<file path="config.mk">
export PLATFORM = sky130hd
export DESIGN_NAME = stencil_cell_engine
export DESIGN_NICKNAME = d
export VERILOG_FILES = /design/src/rtl/stencil_cell_engine.sv
export SDC_FILE = /design/constraint.sdc
export NUM_CORES = 1
export LEC_CHECK = 0
export CELL_PAD_IN_SITES_DETAIL_PLACEMENT = 2
export CELL_PAD_IN_SITES_GLOBAL_PLACEMENT = 2
export CORE_UTILIZATION = 36
export CTS_BUF_LIST = sky130_fd_sc_hd__clkbuf_8
export CTS_CLUSTER_DIAMETER = 60
export CTS_CLUSTER_SIZE = 20
export DETAILED_ROUTE_END_ITERATION = 8
export PLACE_DENSITY = 0.86
export SLEW_MARGIN = 40
export SYNTH_ARGS = -nofsm -noshare
export SYNTH_HDL_FRONTEND = slang
export SYNTH_SLANG_ARGS = --single-unit
</file>
<file path="constraint.sdc">
create_clock -name clk -period 6 [get_ports clk]
set_input_delay 0.9 -clock clk [delete_from_list [all_inputs] [get_ports clk]]
set_output_delay 0.9 -clock clk [all_outputs]
set_load 0.02 [all_outputs]
</file>
<file path="src/rtl/stencil_cell_engine.sv">
// Stencil cell engine: per-cell neighbour update in one of four modes, with per-sweep max-change and convergence tracking.
// Latency: 2 cycles from input handshake to out_* when unstalled; throughput 1 cell/cycle.
// Backpressure: a global enable freezes both stages while out_valid && !out_ready; in_ready mirrors that enable.
module stencil_cell_engine #(
  parameter int WIDTH = 8,
  parameter int CELLS = 16,
  parameter int CNT_W = $clog2(CELLS)
) (
  input  logic             clk,
  input  logic             rst,
  input  logic             in_valid,
  output logic             in_ready,
  input  logic [WIDTH-1:0] in_n,
  input  logic [WIDTH-1:0] in_s,
  input  logic [WIDTH-1:0] in_e,
  input  logic [WIDTH-1:0] in_w,
  input  logic [WIDTH-1:0] in_c,
  input  logic             in_fixed,
  input  logic [1:0]       in_mode,
  output logic             out_valid,
  input  logic             out_ready,
  output logic [WIDTH-1:0] out_val,
  output logic [WIDTH-1:0] out_delta,
  input  logic [WIDTH-1:0] threshold,
  input  logic             sweep_clear,
  output logic [CNT_W-1:0] cell_idx,
  output logic [WIDTH-1:0] max_delta,
  output logic             converged,
  output logic             sweep_done
);

  localparam int SUM_W = WIDTH + 2;
  localparam logic [CNT_W-1:0] LAST_IDX = CNT_W'(CELLS - 1);

  // Stage 1 registers: neighbour sum plus the centre and control fields.
  logic             s1_vld_q,   s1_vld_d;
  logic [SUM_W-1:0] s1_sum_q,   s1_sum_d;
  logic [WIDTH-1:0] s1_c_q,     s1_c_d;
  logic             s1_fixed_q, s1_fixed_d;
  logic [1:0]       s1_mode_q,  s1_mode_d;

  // Stage 2 (output) registers.
  logic             out_valid_q, out_valid_d;
  logic [WIDTH-1:0] out_val_q,   out_val_d;
  logic [WIDTH-1:0] out_delta_q, out_delta_d;

  // Sweep tracking registers.
  logic [CNT_W-1:0] cell_idx_q,   cell_idx_d;
  logic [WIDTH-1:0] run_max_q,    run_max_d;
  logic [WIDTH-1:0] max_delta_q,  max_delta_d;
  logic             converged_q,  converged_d;
  logic             sweep_done_q, sweep_done_d;

  logic             en;
  logic             out_hs;
  logic [WIDTH-1:0] avg_trunc;
  logic [WIDTH-1:0] avg_round;
  logic [WIDTH-1:0] damped;
  logic [WIDTH-1:0] new_val;
  logic [WIDTH-1:0] sweep_max;

  assign en       = !out_valid_q || out_ready;
  assign in_ready = en;
  assign out_hs   = out_valid_q && out_ready;

  assign out_valid  = out_valid_q;
  assign out_val    = out_val_q;
  assign out_delta  = out_delta_q;
  assign cell_idx   = cell_idx_q;
  assign max_delta  = max_delta_q;
  assign converged  = converged_q;
  assign sweep_done = sweep_done_q;

  // Stage 1: capture the neighbour sum and cell controls whenever the pipe advances (bubbles included).
  always_comb begin
    s1_vld_d   = s1_vld_q;
    s1_sum_d   = s1_sum_q;
    s1_c_d     = s1_c_q;
    s1_fixed_d = s1_fixed_q;
    s1_mode_d  = s1_mode_q;
    if (en) begin
      s1_vld_d   = in_valid;
      s1_sum_d   = {2'b00, in_n} + {2'b00, in_s} + {2'b00, in_e} + {2'b00, in_w};
      s1_c_d     = in_c;
      s1_fixed_d = in_fixed;
      s1_mode_d  = in_mode;
    end
  end

  // Stage 2: select the new value by mode (fixed cells pinned to centre) and form |new - old|.
  always_comb begin
    avg_trunc = WIDTH'(s1_sum_q >> 2);
    avg_round = WIDTH'((s1_sum_q + SUM_W'(2)) >> 2);
    damped    = WIDTH'(({1'b0, s1_c_q} + {1'b0, avg_trunc}) >> 1);
    new_val   = s1_c_q;
    if (!s1_fixed_q) begin
      case (s1_mode_q)
        2'd0:    new_val = avg_trunc;
        2'd1:    new_val = avg_round;
        2'd2:    new_val = damped;
        default: new_val = s1_c_q;
      endcase
    end
    out_valid_d = out_valid_q;
    out_val_d   = out_val_q;
    out_delta_d = out_delta_q;
    if (en) begin
      out_valid_d = s1_vld_q;
      out_val_d   = new_val;
      out_delta_d = (new_val >= s1_c_q) ? (new_val - s1_c_q) : (s1_c_q - new_val);
    end
  end

  // Sweep tracking: advance on output handshakes; a clear overrides a coincident sweep completion.
  always_comb begin
    cell_idx_d   = cell_idx_q;
    run_max_d    = run_max_q;
    max_delta_d  = max_delta_q;
    converged_d  = converged_q;
    sweep_done_d = 1'b0;
    sweep_max    = (out_delta_q > run_max_q) ? out_delta_q : run_max_q;
    if (sweep_clear) begin
      cell_idx_d = '0;
      run_max_d  = '0;
    end else if (out_hs) begin
      if (cell_idx_q == LAST_IDX) begin
        cell_idx_d   = '0;
        run_max_d    = '0;
        max_delta_d  = sweep_max;
        converged_d  = (sweep_max <= threshold);
        sweep_done_d = 1'b1;
      end else begin
        cell_idx_d = cell_idx_q + CNT_W'(1);
        run_max_d  = sweep_max;
      end
    end
  end

  // State register: all pipeline and sweep state cleared asynchronously.
  always_ff @(posedge clk or posedge rst) begin
    if (rst) begin
      s1_vld_q     <= 1'b0;
      s1_sum_q     <= '0;
      s1_c_q       <= '0;
      s1_fixed_q   <= 1'b0;
      s1_mode_q    <= 2'd0;
      out_valid_q  <= 1'b0;
      out_val_q    <= '0;
      out_delta_q  <= '0;
      cell_idx_q   <= '0;
      run_max_q    <= '0;
      max_delta_q  <= '0;
      converged_q  <= 1'b0;
      sweep_done_q <= 1'b0;
    end else begin
      s1_vld_q     <= s1_vld_d;
      s1_sum_q     <= s1_sum_d;
      s1_c_q       <= s1_c_d;
      s1_fixed_q   <= s1_fixed_d;
      s1_mode_q    <= s1_mode_d;
      out_valid_q  <= out_valid_d;
      out_val_q    <= out_val_d;
      out_delta_q  <= out_delta_d;
      cell_idx_q   <= cell_idx_d;
      run_max_q    <= run_max_d;
      max_delta_q  <= max_delta_d;
      converged_q  <= converged_d;
      sweep_done_q <= sweep_done_d;
    end
  end

endmodule

</file>
==> flow_metrics.tcl, run 1 <==
set metrics [dict create \
    path_max_fanout 9 \
    wl_um 15200 \
    yosysMostFrequentCell "dfrtp_1" \
    syn-cell-area_mm2 0.00487 \
    grt_max_degree 61 \
    drt-pass1-iter-count 5 \
    rsz0062_at_grt "false" \
    io_pins 88 \
    yosys_warnings 0 \
    design_area_mm2 0.00608 \
    ys_ff_latch 60 \
    yosysSeqAreaShare_pct 30.8 \
    grt_pass1_vias 4926 \
    status "finished, final reports clean" \
    hold_path_class "flop to flop" \
    finalHoldViolations 0 \
    globalRouteOverflowTotal 0 \
    worstMarginPinSlew_ns 0.650 \
    placed_area_mm2 0.00588 \
    fin_crit_ns 4.27 \
    tns_ns 0 \
    ant_nets 0 \
    instances_no_fill 781 \
    synth.top_cell.area_share_pct 30.8 \
    cts_sinks 60 \
    synth-edff-count 0 \
    drt-initial-drc-count 162 \
    p_total_mw 2.76 \
    power_leakage_nw 2.74 \
    fillers 1443 \
    clock_path_buffers 2 \
    globalplace.congestion 0.847 \
    routedWlPerCell_um 19.4 \
    relSlewSlack_pct 56.2 \
    cp.arrival_ns 4.55 \
    syn_to_final_growth_pct 24.9 \
    max_freq_mhz 234 \
    clkTransAtPathRegs_ns 0.08 \
    numCtsBuffers 9 \
    cts-hold-fix-buffers 0 \
    start_util_pct 36.8 \
    insertion_delay_ns 0.37 \
    grt_antenna_before_repair 0 \
    setup_slack_ns 1.73 \
    startpoint_type "flop" \
    powerDensity_mw_per_mm2 453 \
    yosys.area.top_type "dfrtp_1" \
    grt_usage_pct 23.4 \
    dp_hpwl_um 11800 \
    netlist_instances 517 \
    cts_tree "done" \
    required_ns 6.28 \
    grt_pass1_wl_um 25500 \
    syn_avg_cell_area_um2 9.42 \
    die_w_um 118 \
    dp.cells 765 \
    synth.distinct_cells 75 \
    synth_area_leaders "dfrtp_1 (31%), ha_1 (12%), fa_1 (7.8%)" \
    drive_above_1_share_pct 10.2 \
    die_h_um 118 \
    cp-end-kind "flop" \
    synth_flop_cell "dfrtp_1" \
    finClkSkew_ns 0.0117 \
    die_area_mm2 0.0140 \
    drc 0 \
    syn-num-nets 640 \
    fin_crit_sh_pct 71.2 \
    vias_per_cell 5.49 \
    core_mm2 0.0132 \
    pre_cts_ws_ns 1.81 \
    setup_viol 0 \
    critPathKind "flop to flop" \
    vias 4288 \
    async_reset_ff_share_pct 100 \
    cts_setup_buffers 0 \
    portBuffers 87 \
    worst_ir_drop_vdd_mv 0.149 \
    slew_violations 0 \
    cap_violations 0 \
    cts-root-buf "clkbuf_8" \
    diodes 0 \
    rows 42 \
    yosys-top-cells-count "dfrtp_1 (60), nand2_1 (57), ha_1 (48)" \
    cts-htree-levels 3 \
    cts_resized 0 \
    finalNetCount 723 \
]
per-layer routing:
metal  vias to the layer above  wire [um]  share of wire, %  global-route usage, %
li1                       1989          -                 -                      -
met1                      2183       6340                42                   26.4
met2                        88       8080                53                   43.8
met3                        28        426               2.8                   3.67
met4                         0        341               2.2                   9.13
met5                         -          0                 0                      0
critical path, stage by stage, from the launching register on:
cell	delay [ns]
dfrtp_1	0.46
inv_1	0.16
fa_1	0.47
nor2b_1	0.15
o21ai_0	0.11
a21boi_0	0.51
o21ai_0	0.19
a21oi_1	0.27
nor2_1	0.08
ha_1	0.50
nand4_2	0.21
a311oi_1	0.43
o32ai_1	0.16
nand3_1	0.12
o21ai_0	0.11
nor3b_1	0.24
placed cells by master, fill, tap and decap left out, types with 16 or more instances in the layout:
cell type / n
dfrtp_1: 60
a21oi_1: 29
clkdlybuf4s50_1: 87
inv_1: 42
ha_1: 48
nand3_1: 16
nor2_1: 31
fa_1: 19
nand2_1: 57
o21ai_0: 29
report_power, final:
part / leakage [nW] / internal [mW] / switching (mW) / total, mW
clock network: 0.107 / 0.211 / 0.177 / 0.388
logic: 1.88 / 0.766 / 0.950 / 1.72
registers: 0.752 / 0.512 / 0.143 / 0.655
total: 2.74 / 1.49 / 1.27 / 2.76
worst paths after layout:
check | cells after the start | slack (ns) | start | endpoint
worst max-delay path | 15 | 1.73 | s1_c_q[1] | out_delta[6]
worst min-delay path | 1 | 0.48 | s1_vld_q | out_valid
worst max register to register | 15 | 1.73 | s1_c_q[1] | out_delta[6]
worst min register to register | 1 | 0.48 | s1_vld_q | out_valid
max in group asynchronous | 3 | 4.59 | rst | s1_c_q[6]
min in group asynchronous | 3 | 1.00 | rst | sweep_done
flip-flops by register name, summed over array words and instances (netlist names), 2 cells and up:
register	flops
cell_idx	4
out_val	8
run_max_q	8
s1_mode_q	2
s1_c_q	8
s1_sum_q	9
out_delta	8
max_delta	8
metrics by stage:
stage | utilization, % | hold WS (ns)
floorplan | - | 0.430
global placement | 44.4 | 0.443
detailed placement | 44.4 | 0.463
CTS | 45.9 | 0.488
global route | 45.9 | 0.515
finish | 45.9 | 0.478
cell type report:
type | count | area (um2) | share of cell area (%)
clock buffers | 11 | 151 | 2.49
clock inverters | 5 | 51.3 | 0.843
inverters | 44 | 165 | 2.71
multi-input cells | 394 | 3090 | 50.8
flip-flops and latches | 60 | 1500 | 24.7
well taps | 176 | 220 | 3.62
repair buffers | 91 | 905 | 14.9
kinds of logic (layout without fill, tap and decap cells):
| family | count (synthesis) | after routing | share of synthesized area, % |
|---|---|---|---|
| XOR/XNOR | 13 | 13 | 2.34 |
| buffers and inverters | 63 | 151 | 5.70 |
| AO/OA/AOI/OAI | 138 | 138 | 20.0 |
| flip-flops | 60 | 60 | 30.8 |
| multiplexers | 20 | 20 | 5.06 |
| adder cells (fa/ha/maj) | 67 | 67 | 20.1 |
| AND/OR/NAND/NOR | 156 | 156 | 16.0 |
(Power assumes the default switching activity.)
==> run 2: changes to the inputs <==
CORE_UTILIZATION = 31   (was 36)
PLACE_DENSITY = 0.79   (was 0.86)
clock period = 3.7 ns   (was 6 ns; I/O delays follow)
==> run 2 against run 1 <==
  * Via count grew 0.96%
  * Flip-flop and latch count is the same
  * Combinational power grew 74%
  * Cell count grew 8.5%
==> flow_metrics.tcl, run 2 (synthesized netlist as in run 1, its figures left out) <==
set metrics [dict create \
    diodes 0 \
    io_pins 88 \
    startpoint_type "flop" \
    rows 45 \
    postLayoutCoreUtil_pct 42.3 \
    cellInternalPower_mw 2.73 \
    seq_power_share_pct 21.5 \
    multi_input_area_mm2 0.00313 \
    setup_slack_ns 0.166 \
    cts-root-buf "clkbuf_8" \
    worstMarginPinSlew_ns 0.608 \
    clkTransAtPathRegs_ns 0.07 \
    pwr-share-comb_pct 62.4 \
    pre_cts_ws_ns -0.0662 \
    core_mm2 0.0153 \
    wl_um 15000 \
    cts-hold-fix-buffers 0 \
    holdPathStages 1 \
    grt_usage_pct 19.3 \
    drt-initial-drc-count 137 \
    path_max_fanout 4 \
    holdCritStartpoint "s1_vld_q" \
    drive_above_1_share_pct 16.0 \
    routedWlPerCell_um 17.7 \
    die_h_um 127 \
    critPathKind "flop to flop" \
    fin_crit_sh_pct 95.5 \
    cts-htree-levels 3 \
    grt_pass1_vias 5028 \
    globalRouteOverflowTotal 0 \
    status "finished, final reports clean" \
    finalNetCount 754 \
    fillers 1650 \
    die_w_um 127 \
    layout_common_cells "clkdlybuf4s50_1 (87), dfrtp_1 (60), nand2_1 (57)" \
    globalplace.congestion 0.858 \
    r2r_start "s1_sum_q[3]" \
    top_register "s1_sum_q" \
    ff2ff_path_depth 16 \
    cp.arrival_ns 3.83 \
    cts_sinks 60 \
    start_util_pct 31.9 \
    hold_path_class "flop to flop" \
    portBuffers 87 \
    grt_max_degree 61 \
    dp_hpwl_um 11600 \
    cap_violations 0 \
    placed_area_mm2 0.00615 \
    clock_path_buffers 2 \
    required_ns 4.00 \
    powerDensity_mw_per_mm2 743 \
    largest_register_ffs 9 \
    drc 0 \
    holdWs_ns 0.485 \
    min_to "out_valid" \
    design_area_mm2 0.00645 \
    worst_ir_drop_vdd_mv 0.228 \
    syn_to_final_growth_pct 32.4 \
    power_leakage_nw 2.92 \
    fin_crit_ns 3.53 \
    finClkSkew_ns 0.00880 \
    switching_share_pct 43.0 \
    p_total_mw 4.79 \
    cp-end-kind "flop" \
    grt_pass1_wl_um 24500 \
    clkPwrFrac_pct 16.0 \
    numCtsBuffers 9 \
    grt_antenna_before_repair 0 \
    drt-pass1-iter-count 4 \
    slew_violations 0 \
    switching_power_mw 2.06 \
    finalHoldViolations 0 \
    vias_per_cell 5.11 \
    relSlewSlack_pct 59.3 \
    vias 4329 \
    cts_tree "done" \
    insertion_delay_ns 0.37 \
    r2r_slack_ns 0.17 \
    ant_nets 0 \
    die_area_mm2 0.0162 \
    reg2reg_to "out_delta[3]" \
    max_freq_mhz 283 \
    seqCellArea_mm2 0.00150 \
    final_common_cell "clkdlybuf4s50_1" \
    setup_viol 0 \
    rsz0062_at_grt "true" \
]
[run 2: how the worst max path moves through the flow]
stage,endpoint,from
finish,out_delta[3],s1_sum_q[3]
global route,out_delta[3],s1_sum_q[3]
CTS,out_delta[3],s1_sum_q[4]
detailed placement,s1_sum_q[7],in_n[1]
global placement,s1_sum_q[7],in_n[1]
floorplan,out_delta[3],s1_c_q[1]
[run 2: area by class of cell]
cell class | count | share of cell area [%]
Multi-Input combinational cell | 394 | 48.5
Sequential cell | 60 | 23.3
Timing Repair Buffer | 122 | 17.6
Tap cell | 211 | 4.09
Inverter | 44 | 2.56
Clock buffer | 11 | 2.35
Clock inverter | 5 | 1.53
[run 2: layer usage]
layer  wire, um  up-vias  GRT usage (%)
met5          0        -              0
met1       5900     2176           19.3
met4        352        0           8.33
met3        372       19           2.76
met2       8370       85           39.2
li1           -     2049              -
[run 2: stage by stage]
step	std cells	TNS, ns
floorplan	517	0
global placement	830	0
detailed placement	830	-0.114
CTS	846	0
global route	847	-0.0261
finish	847	0
[run 2: what timing repair did]
item                       CTS  global route
setup endpoints to repair    0             6
gates resized for setup      0            14
setup buffers                0             1
[run 2: critical path, stage by stage (launching register included)]
cell	delay, ns
dfrtp_1	0.39
buf_4	0.16
ha_1	0.30
a31o_1	0.26
a21oi_2	0.21
buf_4	0.15
nor3b_2	0.04
mux2i_1	0.13
o32ai_2	0.33
inv_1	0.09
ha_1	0.32
nand2_2	0.08
o21bai_4	0.19
a31oi_4	0.18
nor3_1	0.09
or4_1	0.47
nand3_1	0.10
[run 2: power groups by stage]
stage	Sequential, mW	Combinational, mW	Clock, mW
finish	1.03	2.99	0.768
global route	1.06	3.30	0.805
CTS	1.03	2.98	0.790
detailed placement	1.04	2.93	0
global placement	1.03	2.76	0
floorplan	1.09	1.89	0
